## config.mk

```make
export PLATFORM = sky130hd
export DESIGN_NAME = serial_word_collector
export DESIGN_NICKNAME = d
export VERILOG_FILES = /design/src/rtl/serial_rx_pkg.sv /design/src/rtl/word_fifo.sv /design/src/rtl/serial_word_collector.sv
export SDC_FILE = /design/constraint.sdc
export NUM_CORES = 1
export LEC_CHECK = 0
export CAP_MARGIN = 30
export CORE_MARGIN = 2
export CORE_UTILIZATION = 45
export DETAILED_ROUTE_END_ITERATION = 16
export PLACE_DENSITY = 0.68
export SLEW_MARGIN = 20
export SYNTH_ARGS = -nofsm -noshare
export SYNTH_HDL_FRONTEND = slang
export SYNTH_SLANG_ARGS = --single-unit
```

## constraint.sdc

```tcl
create_clock -name clk -period 2.1 [get_ports clk]
set_input_delay 0.42 -clock clk [delete_from_list [all_inputs] [get_ports clk]]
set_output_delay 0.42 -clock clk [all_outputs]
set_load 0.02 [all_outputs]
```

## src/rtl/serial_rx_pkg.sv

```systemverilog
// serial_rx_pkg
//   Shared definitions for the serial word collector: FSM state encoding,
//   bit-order constants and default word/FIFO geometry.
package serial_rx_pkg;

    typedef enum logic [1:0] {
        ST_IDLE    = 2'd0,
        ST_COLLECT = 2'd1,
        ST_PARITY  = 2'd2
    } state_t;

    // Value of dir_left that selects each bit order.
    typedef enum logic {
        DIR_LSB_FIRST = 1'b0,
        DIR_MSB_FIRST = 1'b1
    } dir_t;

    localparam int DEF_WIDTH = 4;
    localparam int DEF_DEPTH = 4;

endpackage

```

## src/rtl/word_fifo.sv

```systemverilog
// word_fifo
//   Small synchronous FIFO holding completed words until the consumer takes them.
//   A push while full is accepted only if a pop happens in the same cycle.
//   Ports:
//     clk, reset       clock, asynchronous active-low reset
//     push, push_data  write request and word
//     pop              read request (ignored when empty)
//     full, empty      occupancy flags derived from the entry count
//     head             oldest word, 0 when empty
module word_fifo #(
    parameter int WIDTH = 4,
    parameter int DEPTH = 4
) (
    input  logic             clk,
    input  logic             reset,
    input  logic             push,
    input  logic [WIDTH-1:0] push_data,
    input  logic             pop,
    output logic             full,
    output logic             empty,
    output logic [WIDTH-1:0] head
);

    localparam int AW = $clog2(DEPTH);

    logic [WIDTH-1:0] mem [DEPTH];
    logic [AW-1:0]    wr_ptr;
    logic [AW-1:0]    rd_ptr;
    logic [AW:0]      count;
    logic             do_push;
    logic             do_pop;

    assign full    = (count == (AW+1)'(DEPTH));
    assign empty   = (count == '0);
    assign do_pop  = pop & ~empty;
    // When full, the slot being written is the head that is leaving this cycle.
    assign do_push = push & (~full | do_pop);
    assign head    = empty ? '0 : mem[rd_ptr];

    always_ff @(posedge clk) begin
        if (do_push) begin
            mem[wr_ptr] <= push_data;
        end
    end

    always_ff @(posedge clk or negedge reset) begin
        if (!reset) begin
            wr_ptr <= '0;
            rd_ptr <= '0;
            count  <= '0;
        end else begin
            if (do_push) wr_ptr <= wr_ptr + AW'(1);
            if (do_pop)  rd_ptr <= rd_ptr + AW'(1);
            case ({do_push, do_pop})
                2'b10:   count <= count + (AW+1)'(1);
                2'b01:   count <= count - (AW+1)'(1);
                default: count <= count;
            endcase
        end
    end

endmodule

```

## src/rtl/serial_word_collector.sv

```systemverilog
// serial_word_collector
//   Reassembles WIDTH-bit words from a serial bit stream (one bit per bit_valid),
//   MSB-first or LSB-first, and queues them in word_fifo behind a valid/ready port.
//   Optional feature macro: PARITY_CHECK_EN adds an even-parity bit after each word.
//   Ports:
//     clk, reset            clock, asynchronous active-low reset
//     bit_valid, bit_in     serial bit strobe and data
//     dir_left              1 = MSB first, 0 = LSB first (sampled with bit_valid)
//     flush                 drop the partial word (wins over bit_valid)
//     out_valid/ready/data  FIFO head handshake
//     overflow, clr_flags   sticky dropped-word flag and its clear
//     dir_err, parity_err   one-cycle error pulses
//
//   state      | meaning
//   ST_IDLE    | no partial word held
//   ST_COLLECT | 1..WIDTH-1 data bits held
//   ST_PARITY  | full word held, waiting for parity bit (PARITY_CHECK_EN only)
module serial_word_collector
    import serial_rx_pkg::*;
#(
    parameter int WIDTH = DEF_WIDTH,
    parameter int DEPTH = DEF_DEPTH
) (
    input  logic             clk,
    input  logic             reset,
    input  logic             bit_valid,
    input  logic             bit_in,
    input  logic             dir_left,
    input  logic             flush,
    output logic             out_valid,
    input  logic             out_ready,
    output logic [WIDTH-1:0] out_data,
    output logic             overflow,
    output logic             dir_err,
    output logic             parity_err,
    input  logic             clr_flags
);

    localparam int CW = $clog2(WIDTH + 1);

    state_t           state_q, state_d;
    logic [WIDTH-1:0] acc_q, acc_d;
    logic [CW-1:0]    cnt_q, cnt_d;
    dir_t             dir_q, dir_d;
    dir_t             cur_dir;
    logic [WIDTH-1:0] acc_new, acc_cont;
    logic             push;
    logic [WIDTH-1:0] push_data;
    logic             dir_err_d;
    logic             parity_err_d;
    logic             fifo_full, fifo_empty, pop;

    function automatic logic [WIDTH-1:0] shift_in(logic [WIDTH-1:0] a, logic b, dir_t d);
        if (d == DIR_MSB_FIRST) return {a[WIDTH-2:0], b};
        else                    return {b, a[WIDTH-1:1]};
    endfunction

    assign cur_dir  = dir_t'(dir_left);
    // acc_new starts a word in the incoming direction; acc_cont extends the current one.
    assign acc_new  = shift_in(acc_q, bit_in, cur_dir);
    assign acc_cont = shift_in(acc_q, bit_in, dir_q);

    always_comb begin
        state_d      = state_q;
        acc_d        = acc_q;
        cnt_d        = cnt_q;
        dir_d        = dir_q;
        push         = 1'b0;
        push_data    = acc_cont;
        dir_err_d    = 1'b0;
        parity_err_d = 1'b0;
        case (state_q)
            ST_IDLE: begin
                if (!flush && bit_valid) begin
                    acc_d   = acc_new;
                    cnt_d   = CW'(1);
                    dir_d   = cur_dir;
                    state_d = ST_COLLECT;
                end
            end
            ST_COLLECT: begin
                if (flush) begin
                    cnt_d   = '0;
                    state_d = ST_IDLE;
                end else if (bit_valid) begin
                    if (cur_dir != dir_q) begin
                        dir_err_d = 1'b1;
                        acc_d     = acc_new;
                        cnt_d     = CW'(1);
                        dir_d     = cur_dir;
                    end else begin
                        acc_d = acc_cont;
                        if (cnt_q == CW'(WIDTH - 1)) begin
                            cnt_d = '0;
`ifdef PARITY_CHECK_EN
                            state_d = ST_PARITY;
`else
                            push    = 1'b1;
                            state_d = ST_IDLE;
`endif
                        end else begin
                            cnt_d = cnt_q + CW'(1);
                        end
                    end
                end
            end
`ifdef PARITY_CHECK_EN
            ST_PARITY: begin
                push_data = acc_q;
                if (flush) begin
                    cnt_d   = '0;
                    state_d = ST_IDLE;
                end else if (bit_valid) begin
                    if (cur_dir != dir_q) begin
                        dir_err_d = 1'b1;
                        acc_d     = acc_new;
                        cnt_d     = CW'(1);
                        dir_d     = cur_dir;
                        state_d   = ST_COLLECT;
                    end else begin
                        // Even parity: data bits plus parity bit XOR to zero.
                        if ((^acc_q ^ bit_in) == 1'b0) push = 1'b1;
                        else                           parity_err_d = 1'b1;
                        state_d = ST_IDLE;
                    end
                end
            end
`endif
            default: begin
                cnt_d   = '0;
                state_d = ST_IDLE;
            end
        endcase
    end

    always_ff @(posedge clk or negedge reset) begin
        if (!reset) begin
            state_q  <= ST_IDLE;
            acc_q    <= '0;
            cnt_q    <= '0;
            dir_q    <= DIR_LSB_FIRST;
            dir_err  <= 1'b0;
            overflow <= 1'b0;
        end else begin
            state_q <= state_d;
            acc_q   <= acc_d;
            cnt_q   <= cnt_d;
            dir_q   <= dir_d;
            dir_err <= dir_err_d;
            // A drop on the same cycle as clr_flags keeps the flag set.
            if (push && fifo_full && !pop) overflow <= 1'b1;
            else if (clr_flags)            overflow <= 1'b0;
        end
    end

`ifdef PARITY_CHECK_EN
    always_ff @(posedge clk or negedge reset) begin
        if (!reset) parity_err <= 1'b0;
        else        parity_err <= parity_err_d;
    end
`else
    assign parity_err = 1'b0;
`endif

    assign out_valid = ~fifo_empty;
    assign pop       = out_ready & ~fifo_empty;

    word_fifo #(.WIDTH(WIDTH), .DEPTH(DEPTH)) u_fifo (
        .clk       (clk),
        .reset     (reset),
        .push      (push),
        .push_data (push_data),
        .pop       (pop),
        .full      (fifo_full),
        .empty     (fifo_empty),
        .head      (out_data)
    );

endmodule

```

# --- Word-level counts from Yosys, hierarchy flattened ---
# Memory sizes are Yosys's and may differ from the RTL's.
# Cells that the tools add are included.
# W data, S select, Z words.
word_totals:
  output_inout_bits: 8
  elab_cells: 87
  latchBits: 0
  inputBits: 8
  ramBits: 16
  mem_count: 1
  ff_bits: 19
  rom_bits: 0
op_classes:
  shifts: 0
  bitwise_logic: 6
  n_mul: 0
  magnitude_cmp: 0
  n_mux: 39
  n_div: 0
  n_reduce_logical: 14
  eq_ne: 13
  add_sub_neg: 5
memory_table:
  columns: ["memory", "words", "width", "rd", "rd_clocked_by_memory_dff", "wr", "line", "text"]
  rows:
  - ["u_fifo.mem", 4, 4, 1, 0, 1, "word_fifo.sv:26", "logic [WIDTH-1:0] mem [DEPTH];"]
op_table:
  columns: ["op", "count"]
  rows:
  - ["$mux W4", 7]
  - ["$mux W1", 17]
  - ["$mux W3", 5]
  - ["$pmux W3 S2", 2]
  - ["$mux W2", 5]
  - ["$ne A3 B3 Y1 const B", 3]
  - ["$ne A2 B2 Y1 const B", 4]
  - ["$pmux W4 S2", 1]
  - ["$reduce_and A4 Y1", 2]
  - ["$add A3 B1 Y3 const B", 2]
  - ["$reduce_bool A2 Y1", 3]
  - ["$reduce_and A5 Y1", 1]
  - ["$add A2 B1 Y2 const B", 2]
  - ["$eq A2 B1 Y1 const B", 2]
  - ["$pmux W2 S2", 1]
  - ["$and A1 B1 Y1", 3]
  - ["$eq A3 B2 Y1 const B", 1]
  - ["$eq A3 B3 Y1 const B", 1]
  - ["$logic_and A1 B1 Y1", 3]
  - ["$logic_not A3 Y1", 1]
  - ["$sub A3 B1 Y3 const B", 1]
  - ["$eq A2 B2 Y1 const B", 1]
  - ["$logic_not A1 Y1", 2]
  - ["$logic_not A2 Y1", 1]
  - ["5 further kinds", 6]

# --- Longest topological paths before layout ---
# Gate-level depths: netlist of run 1.
depth:
  ltp_word: 9
  mapped_depth: 8
  depth_no_buf: 8

# --- Hierarchy ---
# A second synthesis of run 1 with hierarchy kept.
hier_totals:
  cells_unflattened: 141
  area_unflattened_um2: 1774.2
modules_own_cells:
  columns: ["mod", "area_per_inst_um2", "cells_each", "instances", "seq_area_each_um2"]
  rows:
  - ["word_fifo", 1132.3, 80, 1, 655.6]
  - ["serial_word_collector", 641.9, 61, 1, 275.3]

# --- Worst setup path before layout of run 1 ---
# Ideal clock, no wire load.
synth_timing:
  path_kind: "input-to-reg"
  start: "input port dir_left"
  end: "register u_fifo.count[2]"
  required_ns: 2.020
  arrival_ns: 1.932
  cell_stages: 8
  path_buffers: 1
  slack_ns: 0.088
  setup_ns: 0.080
  cell_sequence: "buf_6 xnor2_2 nand4_1 nor2b_1 fa_1 a21boi_0 mux2i_1 xnor2_1"
synth_via:
  elab_chain_len: 8
  elab_cells_between_ends: 10
  cone_classes: "eq/ne: 3; mux: 5; bitwise: 1; reduce/logical: 1"
synth_rtl:
  columns: ["element", "line", "text"]
  rows:
  - ["start: declaration", "serial_word_collector.sv:28", "input logic dir_left,"]
  - ["$ne A1 B1 Y1 *", "serial_word_collector.sv:86", "if (cur_dir != dir_q) begin"]
  - ["$mux W1 *", "serial_word_collector.sv:86", null]
  - ["$mux W1 *", "serial_word_collector.sv:85", "end else if (bit_valid) begin"]
  - ["$mux W1 *", "serial_word_collector.sv:82", "if (flush) begin"]
  - ["$mux W1 *", "serial_word_collector.sv:72", "case (state_q)"]
  - ["$and A1 B1 Y1 *", "word_fifo.sv:37", "assign do_push = push & (~full | do_pop);"]
  - ["$eq A2 B1 Y1 or $eq A2 B2 Y1 (tied branches)", "word_fifo.sv:54", "case ({do_push, do_pop})"]
  - ["$pmux W3 S2 or $reduce_bool A2 Y1 (tied branches)", null, null]
  - ["end signal: assignment", "word_fifo.sv:55", "2'b10: count <= count + (AW+1)'(1);"]
  - ["end signal: assignment", "word_fifo.sv:56", "2'b01: count <= count - (AW+1)'(1);"]
  - ["end signal: assignment", "word_fifo.sv:57", "default: count <= count;"]
  - ["end: declaration", "word_fifo.sv:29", "logic [AW:0] count;"]
# Mark *: on every way between the ends. The rest lies on a longest branch, timed or not.
# A chain may end at the register's enable or synchronous reset.

# --- Final worst setup path of run 1 ---
layout_timing:
  start: "register u_fifo.count[2]"
  end: "output port out_valid"
layout_via:
  elab_chain_len: 2
layout_rtl:
  columns: ["element", "line", "text"]
  rows:
  - ["$logic_not A3 Y1", "word_fifo.sv:34", "assign empty = (count == '0);"]
  - ["$not A1 Y1", "serial_word_collector.sv:165", "assign out_valid = ~fifo_empty;"]
  - ["end: declaration", "serial_word_collector.sv:30", "output logic out_valid,"]
# No other way between the ends.

==> metrics.json, run 1 <==
{
  "layout.area.seq_um2": 932,
  "clock_power_share_pct": 21.4,
  "layout_worst_path_cycle_share_pct": 96.1,
  "cts.hold.buffers_added": 0,
  "grt_first_pass_wirelength_um": 4930,
  "cts_tree": "built",
  "post_route_cells_drive_above_1_share_pct": 31.2,
  "chipWidth_um": 64.4,
  "p_seq_share_pct": 40.5,
  "startpoint_type": "register",
  "outcome": "completed",
  "synth.yosys.warnings": 0,
  "finalMaxSlewViolations": 0,
  "clock_insertion_delay_worst_skew_ns": 0.35,
  "switching_power_uw": 641,
  "pwr_density_cell_nw_per_um2": 1080,
  "critical_path_required_ns": 1.68,
  "timing.setup.tns_ns": 0,
  "layout.cells.most_common_list": "sky130_fd_sc_hd__buf_4 (19), sky130_fd_sc_hd__dfrtp_1 (17), sky130_fd_sc_hd__edfxtp_1 (16)",
  "finalHoldViolCount": 0,
  "synth-async-reset-ratio_pct": 52.9,
  "critPathMaxFanout": 5,
  "detail-route-antenna-nets": 0,
  "num_vias": 994,
  "ctsLongestPathBuffers": 2,
  "yosysUniqueCellTypes": 38,
  "diodes": 0,
  "area_share_of_and_or_nand_nor_cells_after_synthesis_pct": 11.3,
  "layout_min_cycle_time_ns": 2.02,
  "via_per_inst": 4.97,
  "rr_worst_depth": 8,
  "first_global_vias": 1027,
  "fp.dieArea_um2": 4140,
  "crit-reg2reg-launch": "cnt_q[0]$_DFFE_PN0P_",
  "num_io_pins": 16,
  "gpl.final_weighted_congestion": 0.848,
  "fmax_mhz": 496,
  "clock_tree.htree_level_count": 2,
  "avgRoutedWirePerCell_um": 14.1,
  "endpoint_of_the_lowest_slack_register_to_register_path": "u_fifo.count[2]$_DFFE_PN0P_",
  "synth-edff-count": 16,
  "vdd_ir_drop_max_mv": 0.453,
  "final_net_count": 167,
  "clock_skew_ns": 0.0172,
  "pwr-share-comb_pct": 38.1,
  "final_common_cell": "sky130_fd_sc_hd__buf_4",
  "multi_input_area_um2": 676,
  "grt_overflow_total": 0,
  "report.power.total_uw": 2190,
  "worst_setup_path_startpoint": "u_fifo.count[2]$_DFFE_PN0P_",
  "nFillCells": 263,
  "final-setup-viol-count": 0,
  "std_cell_rows": 21,
  "die_h_um": 64.4,
  "switching_share_pct": 29.3,
  "worst_hold_path_type": "input port to asynchronous set/reset pin",
  "netlist_area_um2": 1640,
  "clkTransAtPathRegs_ns": 0.11,
  "drc_errors": 0,
  "totalWireLength_um": 2830,
  "dominant_combinational_cell_family_by_area_after_synthesis": "multiplexers",
  "endpoint_kind": "primary output",
  "portion_of_netlist_area_occupied_by_mux_cells_pct": 13.8,
  "synthesis_to_finish_area_growth_pct": 23.6,
  "dr.pass1.iters": 4,
  "drc_violation_total_after_the_first_tritonroute_iteration": 31,
  "clock-sinks": 34,
  "internal-power_uw": 1540,
  "ys.flop_type": "sky130_fd_sc_hd__dfrtp_1",
  "r2r_slack_ns": 0.15,
  "synth_compound_area_share_pct": 5.95,
  "cts.root.buffer_cell": "sky130_fd_sc_hd__clkbuf_4",
  "post_synth_fa_ha_maj_area_fraction_pct": 5.03,
  "floorplan_core_area_um2": 3420,
  "initial_core_util_pct": 48.0,
  "post_synthesis_cell_count": 120,
  "antenna_found_initial": 0,
  "cts_buffers": 5,
  "critPathKind": "register to primary output",
  "reported_leakage_power_uw": 0.000867,
  "synth_fp_nets": 134,
  "numPortBuffers": 14,
  "drv_cap": 0,
  "dp_hpwl_um": 2160,
  "synth-xor-area-share_pct": 3.66,
  "grt_setup_unrepaired": "no",
  "data_arrival_time_of_the_critical_path_ns": 1.60,
  "synth_sequential_area_ratio_pct": 56.8,
  "largest_net_degree_at_the_start_of_global_routing": 19,
  "grt_use_total_pct": 16.4,
  "synth-seq-cells": 34,
  "post_synth.cell_area_avg_um2": 13.7
}
[cell families after synthesis]
group	after synthesis
AND/OR/NAND/NOR	34
adder cells (fa/ha/maj)	6
buffers and inverters	9
other	1
XOR/XNOR	6
flip-flops	34
AO/OA/AOI/OAI	14
multiplexers	16
[cells in the mapped netlist, types with 4 or more instances]
library cell               instances  area share, %
sky130_fd_sc_hd__ha_1              5            3.8
sky130_fd_sc_hd__nand2_1          11            2.5
sky130_fd_sc_hd__xnor2_1           5            2.7
sky130_fd_sc_hd__dfrtp_1          18             27
sky130_fd_sc_hd__mux4_2            4            5.5
sky130_fd_sc_hd__and2_1            4            1.5
sky130_fd_sc_hd__mux2i_1           5            3.1
sky130_fd_sc_hd__o21ai_0           5            1.5
sky130_fd_sc_hd__and2_2            4            1.8
sky130_fd_sc_hd__edfxtp_1         16             29
sky130_fd_sc_hd__nor2_1            4           0.92
sky130_fd_sc_hd__mux2_2            4            2.7
[power groups by stage]
stage | Clock, uW | Combinational (uW) | Sequential (uW)
after floorplan | 0 | 502 | 882
after global placement | 0 | 769 | 895
after detailed placement | 0 | 792 | 898
after CTS | 480 | 747 | 888
after global routing | 510 | 906 | 903
final | 469 | 832 | 885
[layout make-up]
class / count / share of cell area [%]
flip-flops and latches: 34 / 46.0
multi-input cells: 77 / 33.3
repair buffers: 32 / 13.6
well taps: 46 / 2.84
clock buffers: 7 / 2.22
clock inverters: 1 / 1.48
inverters: 3 / 0.555
[worst max path at each step]
stage,end,slack (ns),depth (start not counted)
4_1_cts,out_data[2],0.01,3
5_1_grt,u_fifo.count[2]$_DFFE_PN0P_,0.003,8
3_5_place_dp,u_fifo.count[2]$_DFFE_PN0P_,-0.20,8
2_1_floorplan,u_fifo.count[2]$_DFFE_PN0P_,0.09,8
6_report,out_valid,0.08,3
3_3_place_gp,u_fifo.count[2]$_DFFE_PN0P_,-0.15,8
[stage by stage]
stage	cell area [um^2]	cells	hold WS, ns	worst slack, ns	utilization [%]
after floorplan	1640	120	0.124	0.0876	-
after global placement	1930	192	0.488	-0.155	56.5
after detailed placement	1930	192	0.500	-0.203	56.5
after CTS	1990	200	0.401	0.0119	58.3
after global routing	2030	200	0.419	0.00306	59.4
final	2030	200	0.394	0.0829	59.4
[registers in the layout (all words and copies together) (netlist names)]
signal and count:
u_fifo.count 3, cnt_q 3, dir_err 1, u_fifo.rd_ptr 2, dir_q 1, state_q 1
acc_q 4, u_fifo.wr_ptr 2, overflow 1, u_fifo.mem 16
[metal layers]
layer | up-vias | wire [um] | share of wire, % | global-route usage, %
li1 | 492 | - | - | -
met1 | 474 | 1300 | 46 | 20.0
met2 | 20 | 1340 | 47 | 26.3
met3 | 8 | 122 | 4.3 | 4.75
met4 | 0 | 68 | 2.4 | 8.78
met5 | - | 0 | 0 | 0
[critical path, stage by stage (launching register included)]
cell,delay [ns]
sky130_fd_sc_hd__dfrtp_1,0.39
sky130_fd_sc_hd__or3_4,0.42
sky130_fd_sc_hd__buf_4,0.17
sky130_fd_sc_hd__clkdlybuf4s15_1,0.28
[timing repair]
| action | 4_1_cts | 5_1_grt |
|---|---|---|
| buffers inserted | 0 | 0 |
| resized for setup | 19 | 15 |
| pin swaps | 0 | 1 |
| setup endpoints to repair | 5 | 23 |
(Power assumes the default switching activity.)
==> run 2, diff against run 1 <==
--- a/config.mk
+++ b/config.mk
@@ -9,6 +9,7 @@
 export CORE_MARGIN = 2
 export CORE_UTILIZATION = 45
 export DETAILED_ROUTE_END_ITERATION = 16
+export HOLD_SLACK_MARGIN = 0.06
 export PLACE_DENSITY = 0.68
 export SLEW_MARGIN = 20
 export SYNTH_ARGS = -nofsm -noshare
==> results of run 2 <==
The final DEF is identical to that of run 1; final timing and power are the same.
